`config.mk`:
```
export PLATFORM = sky130hd
export DESIGN_NAME = traffic_light_controller_param
export DESIGN_NICKNAME = d
export VERILOG_FILES = /design/src/rtl/traffic_light_controller_param.sv
export SDC_FILE = /design/constraint.sdc
export NUM_CORES = 1
export LEC_CHECK = 0
export ABC_AREA = 1
export CELL_PAD_IN_SITES_DETAIL_PLACEMENT = 1
export CELL_PAD_IN_SITES_GLOBAL_PLACEMENT = 2
export CORE_MARGIN = 2
export CORE_UTILIZATION = 28
export CTS_CLUSTER_SIZE = 24
export DETAILED_ROUTE_END_ITERATION = 10
export MAX_ROUTING_LAYER = met4
export PLACE_DENSITY_LB_ADDON = 0.12
export SYNTH_ARGS = -nofsm -noshare
export SYNTH_HDL_FRONTEND = slang
export SYNTH_SLANG_ARGS = --single-unit
```
`constraint.sdc`:
```
create_clock -name new_clk -period 3.7 [get_ports new_clk]
set_clock_uncertainty 0.15 [all_clocks]
set_input_delay 0.555 -clock new_clk [delete_from_list [all_inputs] [get_ports new_clk]]
set_output_delay 0.555 -clock new_clk [all_outputs]
set_load 0.01 [all_outputs]
```
`src/rtl/traffic_light_controller_param.sv`:
```
// Two-road intersection controller with parameterised phase lengths.
// All-red clearance follows each yellow. Pedestrian requests are latched.
// Flash (night/fault) mode is entered only at an all-red exit.
// The controller steps once per new_clk edge. The lamps are a pure decode of the state and blink registers.
module traffic_light_controller_param #(
    parameter int CNT_W    = 4,
    parameter int MG_MIN   = 6,
    parameter int MG_MAX   = 12,
    parameter int EXT_LEN  = 3,
    parameter int Y_LEN    = 2,
    parameter int AR_LEN   = 1,
    parameter int WALK_LEN = 3,
    parameter int SG_LEN   = 6
) (
    input  logic       new_clk,
    input  logic       rst,
    input  logic       walk_button,
    input  logic       sensor,
    input  logic       flash,
    output logic       main_green,
    output logic       main_yellow,
    output logic       main_red,
    output logic       side_green,
    output logic       side_yellow,
    output logic       side_red,
    output logic       walk_lamp,
    output logic       walk_pending,
    output logic [3:0] phase
);

    typedef enum logic [3:0] {
        S_MAIN_GREEN  = 4'd0,
        S_MAIN_EXT    = 4'd1,
        S_MAIN_YELLOW = 4'd2,
        S_ALL_RED_1   = 4'd3,
        S_WALK        = 4'd4,
        S_SIDE_GREEN  = 4'd5,
        S_SIDE_EXT    = 4'd6,
        S_SIDE_YELLOW = 4'd7,
        S_ALL_RED_2   = 4'd8,
        S_FLASH       = 4'd9
    } state_e;

    localparam int CAP = 1 << CNT_W;

    // Each constant is the final cnt value of its phase.
    // The phase exits on the edge where cnt equals it.
    localparam logic [CNT_W-1:0] MG_MIN_LAST = CNT_W'(MG_MIN - 1);
    localparam logic [CNT_W-1:0] MG_MAX_LAST = CNT_W'(MG_MAX - 1);
    localparam logic [CNT_W-1:0] EXT_LAST    = CNT_W'(EXT_LEN - 1);
    localparam logic [CNT_W-1:0] Y_LAST      = CNT_W'(Y_LEN - 1);
    localparam logic [CNT_W-1:0] AR_LAST     = CNT_W'(AR_LEN - 1);
    localparam logic [CNT_W-1:0] WALK_LAST   = CNT_W'(WALK_LEN - 1);
    localparam logic [CNT_W-1:0] SG_LAST     = CNT_W'(SG_LEN - 1);

    // Reject parameter sets the counter or the green logic cannot honour.
    if (!(MG_MIN < MG_MAX)) begin : g_chk_mg
        $error("MG_MIN must be less than MG_MAX");
    end
    if (MG_MIN < 1 || EXT_LEN < 1 || Y_LEN < 1 || AR_LEN < 1 ||
        WALK_LEN < 1 || SG_LEN < 1) begin : g_chk_min
        $error("every phase length must be at least 1");
    end
    if (MG_MAX > CAP || EXT_LEN > CAP || Y_LEN > CAP || AR_LEN > CAP ||
        WALK_LEN > CAP || SG_LEN > CAP) begin : g_chk_max
        $error("a phase length exceeds the range of the CNT_W counter");
    end

    state_e             state_q, state_d;
    logic [CNT_W-1:0]   cnt_q, cnt_d;
    logic               walk_req_q, walk_req_d;
    logic               blink_q, blink_d;

    // State, counter, walk latch and blink registers; reset restarts main green.
    always_ff @(posedge new_clk) begin
        if (rst) begin
            state_q    <= S_MAIN_GREEN;
            cnt_q      <= '0;
            walk_req_q <= 1'b0;
            blink_q    <= 1'b0;
        end else begin
            state_q    <= state_d;
            cnt_q      <= cnt_d;
            walk_req_q <= walk_req_d;
            blink_q    <= blink_d;
        end
    end

    // Next-state logic. Any state change zeroes cnt; otherwise cnt counts up.
    always_comb begin
        state_d    = state_q;
        cnt_d      = cnt_q + CNT_W'(1);
        blink_d    = 1'b0;
        walk_req_d = walk_req_q;

        case (state_q)
            S_MAIN_GREEN: begin
                // The sensor only matters on the minimum-green boundary.
                if (cnt_q == MG_MIN_LAST && sensor) begin
                    state_d = S_MAIN_EXT;
                    cnt_d   = '0;
                end else if (cnt_q == MG_MAX_LAST) begin
                    state_d = S_MAIN_YELLOW;
                    cnt_d   = '0;
                end
            end
            S_MAIN_EXT: begin
                if (cnt_q == EXT_LAST) begin
                    state_d = S_MAIN_YELLOW;
                    cnt_d   = '0;
                end
            end
            S_MAIN_YELLOW: begin
                if (cnt_q == Y_LAST) begin
                    state_d = S_ALL_RED_1;
                    cnt_d   = '0;
                end
            end
            S_ALL_RED_1: begin
                if (cnt_q == AR_LAST) begin
                    cnt_d = '0;
                    if (flash)
                        state_d = S_FLASH;
                    else if (walk_req_q)
                        state_d = S_WALK;
                    else
                        state_d = S_SIDE_GREEN;
                end
            end
            S_WALK: begin
                if (cnt_q == WALK_LAST) begin
                    state_d = S_SIDE_GREEN;
                    cnt_d   = '0;
                end
            end
            S_SIDE_GREEN: begin
                if (cnt_q == SG_LAST) begin
                    state_d = sensor ? S_SIDE_EXT : S_SIDE_YELLOW;
                    cnt_d   = '0;
                end
            end
            S_SIDE_EXT: begin
                if (cnt_q == EXT_LAST) begin
                    state_d = S_SIDE_YELLOW;
                    cnt_d   = '0;
                end
            end
            S_SIDE_YELLOW: begin
                if (cnt_q == Y_LAST) begin
                    state_d = S_ALL_RED_2;
                    cnt_d   = '0;
                end
            end
            S_ALL_RED_2: begin
                if (cnt_q == AR_LAST) begin
                    state_d = flash ? S_FLASH : S_MAIN_GREEN;
                    cnt_d   = '0;
                end
            end
            S_FLASH: begin
                // Leaving flash goes through a full all-red before main green.
                if (!flash) begin
                    state_d = S_ALL_RED_2;
                    cnt_d   = '0;
                end else begin
                    blink_d = ~blink_q;
                end
            end
            default: begin
                // Corrupted state code: recover through all-red.
                state_d = S_ALL_RED_2;
                cnt_d   = '0;
            end
        endcase

        // Entering WALK serves the request, and the clear beats a simultaneous press.
        if (state_d == S_WALK && state_q != S_WALK)
            walk_req_d = 1'b0;
        else if (walk_button && state_q != S_WALK)
            walk_req_d = 1'b1;
    end

    // Lamp decode from the current state, plus blink while flashing.
    always_comb begin
        main_green  = 1'b0;
        main_yellow = 1'b0;
        main_red    = 1'b0;
        side_green  = 1'b0;
        side_yellow = 1'b0;
        side_red    = 1'b0;
        walk_lamp   = 1'b0;
        case (state_q)
            S_MAIN_GREEN, S_MAIN_EXT: begin
                main_green = 1'b1;
                side_red   = 1'b1;
            end
            S_MAIN_YELLOW: begin
                main_yellow = 1'b1;
                side_red    = 1'b1;
            end
            S_ALL_RED_1, S_ALL_RED_2: begin
                main_red = 1'b1;
                side_red = 1'b1;
            end
            S_WALK: begin
                main_red  = 1'b1;
                side_red  = 1'b1;
                walk_lamp = 1'b1;
            end
            S_SIDE_GREEN, S_SIDE_EXT: begin
                main_red   = 1'b1;
                side_green = 1'b1;
            end
            S_SIDE_YELLOW: begin
                main_red    = 1'b1;
                side_yellow = 1'b1;
            end
            S_FLASH: begin
                main_yellow = blink_q;
                side_red    = blink_q;
            end
            default: begin
                main_green = 1'b0;
            end
        endcase
    end

    assign walk_pending = walk_req_q;
    assign phase        = state_q;

endmodule

```
==> impl_metrics.tcl, run 1 <==
set metrics [dict create \
    r2r_cells 10 \
    setup_ws_ps 1040 \
    io_pins 17 \
    antenna_found_initial 0 \
    slew_viol_final 0 \
    hpwlAfterDp_um 2980 \
    synth-seq-cells 10 \
    startpoint_type "flip-flop" \
    htreeDepth 1 \
    status "complete, no violations" \
    vdd_drop_max_v 0.0000761 \
    layout_worst_path_cycle_share_pct 71.9 \
    cts_made_buffers 3 \
    whs_ps 286 \
    worstPathRequired_ps 2990 \
    fillers 464 \
    post-cts-setup-buffers 0 \
    hold_viol 0 \
    leakagePower_uw 0.000596 \
    finalInstanceArea_um2 1230 \
    cts_hold_buffers 0 \
    row_count 21 \
    gp_congestion 0.859 \
    clk_pin_slew_ps 80 \
    cts.path.max_buffers 2 \
    setup_viol 0 \
    design.core.area_um2 3340 \
    synth_top_area_cell "nand2_1" \
    ys_types 22 \
    clk_latency_ps 280 \
    slew_headroom_pct 67.5 \
    endpoint_kind "primary output" \
    grtUsageMet1_pct 23.9 \
    ys_seq_area_share_pct 20.5 \
    hold_path_depth 1 \
    layout_common_cells "nand2_1 (54), nand3_1 (25), nor2_1 (24)" \
    drcViolationCount 0 \
    clock-sinks 10 \
    layout.area.seq_um2 200 \
    initial_utilization_pct 29.3 \
    worst_pin_slew_ps 486 \
    syn_to_final_growth_pct 25.6 \
    ctsResizeCount 0 \
    dr.first_iter.drc_count 42 \
    synth_area_leaders "nand2_1 (21%), dfxtp_1 (20%), nand3_1 (13%), nor2_1 (9.2%), inv_1 (7.3%)" \
    dpl_cell_area_um2 1190 \
    synth.avg_cell_area_um2 5.62 \
    hp-class "flip-flop to flip-flop" \
    gr-total-overflow 0 \
    final_common_cell "nand2_1" \
    syn_area_um2 977 \
    arrival_ps 1960 \
    fin_crit_ps 2660 \
    place_ws_ps 1360 \
    setup_tns_ps 0 \
    grt_max_degree 9 \
    num_antenna_cells 0 \
    maxCapViolCount 0 \
    post-route-util_pct 36.8 \
    syn_inst 174 \
    die_y_um 63.1 \
    cts_root_buf "clkbuf_4" \
    drtAntennaViolNets 0 \
    top_usage_layer "met2" \
    grt_util_met2_pct 35.8 \
    cts_tree "built" \
    wl_per_cell_um 14.9 \
    path_class "flip-flop to primary output" \
    vias 1166 \
    yosysTopAreaCellShare_pct 20.7 \
    ys_warn_count 0 \
    grt_pass1_vias 1214 \
    post_drt_via_cell_ratio 4.88 \
    die_x_um 63.1 \
    wirelength_um 3570 \
    synth_nets 183 \
    power.density_nw_per_um2 248 \
    grt.total_usage_pct 20.1 \
    portBuffers 16 \
    die_area_um2 3980 \
    drive_above_1_share_pct 9.84 \
    clock.fmax_mhz 376 \
    rsz0062_at_grt "no" \
    cp_max_fo 7 \
    grtUsageMet3_pct 2.32 \
    grt_pass1_wl_um 6070 \
    dr.pass1.iters 4 \
    multi_input_area_um2 694 \
    nNetsFinal 203 \
]
## worst max-delay path, stage by stage (launching register included)
cell	delay, ps
dfxtp_1	350
inv_1	170
nand2_1	130
nor2_2	260
nand2_1	130
nand3_1	100
clkdlybuf4s50_1	540
## final timing paths
path             endpoint      from  slack [ps]
min               blink_q   blink_q         290
max reg2reg  walk_pending  cnt_q[0]        1760
max              side_red  phase[2]        1040
min reg2reg       blink_q   blink_q         290
## where the power goes
group          switching, uW  internal [uW]  leakage, uW  total [uW]
combinational           50.2           25.5     0.000494        75.7
clock                   48.9           59.9    0.0000210         109
sequential              7.58            113    0.0000815         120
total                    107            198     0.000596         305
## routing by layer
metal | wire (um) | share of wire [%]
met1 | 1600 | 45
met3 | 93 | 2.6
met5 | 0 | 0
met2 | 1830 | 51
met4 | 51 | 1.4
## state kept, by name, indices dropped and copies added, names as in the netlist
signal,cells
blink_q,1
cnt_q,4
phase,4
walk_pending,1
## cell type report
cell class	count	area share, %
clock buffer	4	2.96
inverter	21	6.42
multi-input combinational	142	56.6
sequential	10	16.3
tap	46	4.69
timing repair buffer	16	13.0
## stage by stage
stage | total power, uW | cells
after floorplan | 172 | 174
after global placement | 198 | 235
after detailed placement | 198 | 235
after CTS | 305 | 239
after global routing | 325 | 239
final | 305 | 239
## logic make-up after synthesis
group	after synthesis	synth area share (%)
buf+inv	22	8.45
simple gates	124	56.5
flops	10	20.5
xor+xnor	1	0.896
compound gates	13	8.58
fa+ha+maj	4	5.12
## cells in the mapped netlist (all sizes together)
library cell and number:
a211oi 1, a21oi 5, buf 1, dfxtp 10, ha 4, inv 21, nand2 59, nand3 25
nand4 7, nor2 31, nor3 2, o211ai 2, o21a 2, o21ai 2, o31ai 1, xor2 1
Note: power is estimated with default switching activity, not from simulation.
==> run 2, diff against run 1 <==
--- a/config.mk
+++ b/config.mk
@@ -9,7 +9,7 @@
 export CELL_PAD_IN_SITES_DETAIL_PLACEMENT = 1
 export CELL_PAD_IN_SITES_GLOBAL_PLACEMENT = 2
 export CORE_MARGIN = 2
-export CORE_UTILIZATION = 28
+export CORE_UTILIZATION = 26
 export CTS_CLUSTER_SIZE = 24
 export DETAILED_ROUTE_END_ITERATION = 10
 export MAX_ROUTING_LAYER = met4
==> constraint.sdc (replaced) <==
create_clock -name new_clk -period 2.6 [get_ports new_clk]
set_clock_uncertainty 0.15 [all_clocks]
set_input_delay 0.39 -clock new_clk [delete_from_list [all_inputs] [get_ports new_clk]]
set_output_delay 0.39 -clock new_clk [all_outputs]
set_load 0.01 [all_outputs]
==> impl_metrics.tcl, run 2 (same netlist as run 1, synthesis figures left out) <==
set metrics [dict create \
    grt_pass1_wl_um 5830 \
    portBuffers 16 \
    final_common_cell "nand2_1" \
    gp_congestion 0.819 \
    gr-total-overflow 0 \
    r2r_end "walk_pending" \
    drcViolationCount 0 \
    grt_max_degree 9 \
    hp-class "flip-flop to flip-flop" \
    cp_slowest_cell "clkdlybuf4s50_1" \
    design.core.area_um2 3630 \
    vdd_drop_max_v 0.000173 \
    worst_pin_slew_ps 467 \
    r2r_cells 10 \
    worstSetupPathDepth 7 \
    cp_max_fo 6 \
    clock-sinks 10 \
    setup_tns_ps 0 \
    crit_start "phase[2]" \
    endpoint_kind "primary output" \
    initial_utilization_pct 26.9 \
    slew_headroom_pct 68.8 \
    cts_root_buf "clkbuf_8" \
    clock.fmax_mhz 410 \
    post-cts-setup-buffers 0 \
    htreeDepth 1 \
    dr.first_iter.drc_count 35 \
    cts_tree "built" \
    cpPeakStageDelay_ps 530 \
    crit_end "side_red" \
    reg2reg_slack_ps 700 \
    cpLargestDelayFamily "buffers and inverters" \
    rsz0062_at_grt "no" \
    cts_made_buffers 3 \
    maxCapViolCount 0 \
    die_x_um 65.3 \
    vias 1181 \
    hpwlAfterDp_um 2910 \
    wirelength_um 3420 \
    crit_path_frequent_cell "inv_1" \
    status "complete, no violations" \
    power.density_nw_per_um2 358 \
    leakagePower_uw 0.000602 \
    layout_common_cells "nand2_1 (54), nand3_1 (25), nor2_1 (24)" \
    cts_hold_buffers 0 \
    path_buf_inv 3 \
    worstPathRequired_ps 2060 \
    clk_pin_slew_ps 50 \
    path_class "flip-flop to primary output" \
    num_antenna_cells 0 \
    hold_viol 0 \
    post_drt_via_cell_ratio 4.90 \
    nNetsFinal 204 \
    grt.total_usage_pct 18.5 \
    die_y_um 65.3 \
    drive_above_1_share_pct 10.4 \
    dpl_cell_area_um2 1200 \
    finalPower_uw 445 \
    grt_pass1_vias 1215 \
    post-route-util_pct 34.2 \
    dr.pass1.iters 4 \
    fillers 514 \
    antenna_found_initial 0 \
    r2r_start "cnt_q[0]" \
    io_pins 17 \
    arrival_ps 1900 \
    row_count 22 \
    finalInstanceArea_um2 1240 \
    setup_viol 0 \
    whs_ps 279 \
    clk_latency_ps 240 \
    cts.path.max_buffers 2 \
    critical_path.cell_chain "inv_1, nor2_4, nand2_1, inv_1, nor3_1, nand3_1, clkdlybuf4s50_1" \
    die_area_um2 4260 \
    startpoint_type "flip-flop" \
    layout_worst_path_cycle_share_pct 93.8 \
    slew_viol_final 0 \
    drtAntennaViolNets 0 \
    wl_per_cell_um 14.2 \
    fin_crit_ps 2440 \
    syn_to_final_growth_pct 27.3 \
]
[run 2: how the worst min path moves through the flow]
stage | from | endpoint | slack, ps | depth (start not counted)
after floorplan | blink_q | blink_q | 250 | 1
after global placement | blink_q | blink_q | 290 | 1
after detailed placement | blink_q | blink_q | 280 | 1
after CTS | blink_q | blink_q | 280 | 1
after global routing | blink_q | blink_q | 310 | 1
final | blink_q | blink_q | 280 | 1
[run 2: repair_timing]
| action | CTS | global route |
|---|---|---|
| resized for setup | 0 | 1 |
| setup endpoints to repair | 0 | 1 |
| hold endpoints to repair | 0 | 0 |
[run 2: worst reg2reg max path, cell delays in order (launching register included)]
cell	delay, ps
dfxtp_1	440
inv_1	190
ha_1	250
nand2_1	150
inv_1	110
nand3_1	80
nand2_1	50
nor2_1	160
nand2_1	80
nor2_1	110
nor2_1	40
[run 2: layout make-up]
type,count,area [um2],area share [%]
Multi-Input combinational cell,142,694,55.8
Sequential cell,10,201,16.2
Clock buffer,3,41.3,3.32
Inverter,21,78.8,6.34
Timing Repair Buffer,17,168,13.5
Tap cell,48,60.1,4.83
[run 2: where the power goes]
part	switching (uW)	total [uW]	internal (uW)
sequential	10.2	171	161
clock	65.7	167	102
combinational	70.4	106	36.1
total	146	445	299
[run 2: metal layers]
metal	global-route usage, %	routed length, um	up-vias
li1	-	-	605
met1	25.8	1750	547
met2	27.6	1490	23
met3	2.05	116	6
met4	6.51	62	0
met5	-	0	-
[run 2: per-stage QoR]
stage	instances	worst slack, ps
2_1_floorplan	174	976
3_3_place_gp	238	330
3_5_place_dp	238	311
4_1_cts	241	47.4
5_1_grt	241	46.1
6_report	241	162
==> run 3, diff against run 2 <==
--- a/config.mk
+++ b/config.mk
@@ -12,8 +12,10 @@
 export CORE_UTILIZATION = 26
 export CTS_CLUSTER_SIZE = 24
 export DETAILED_ROUTE_END_ITERATION = 10
+export HOLD_SLACK_MARGIN = 0.12
 export MAX_ROUTING_LAYER = met4
 export PLACE_DENSITY_LB_ADDON = 0.12
+export SLEW_MARGIN = 20
 export SYNTH_ARGS = -nofsm -noshare
 export SYNTH_HDL_FRONTEND = slang
 export SYNTH_SLANG_ARGS = --single-unit
==> results of run 3 <==
Final layout, timing and power as in run 2 (identical DEF).
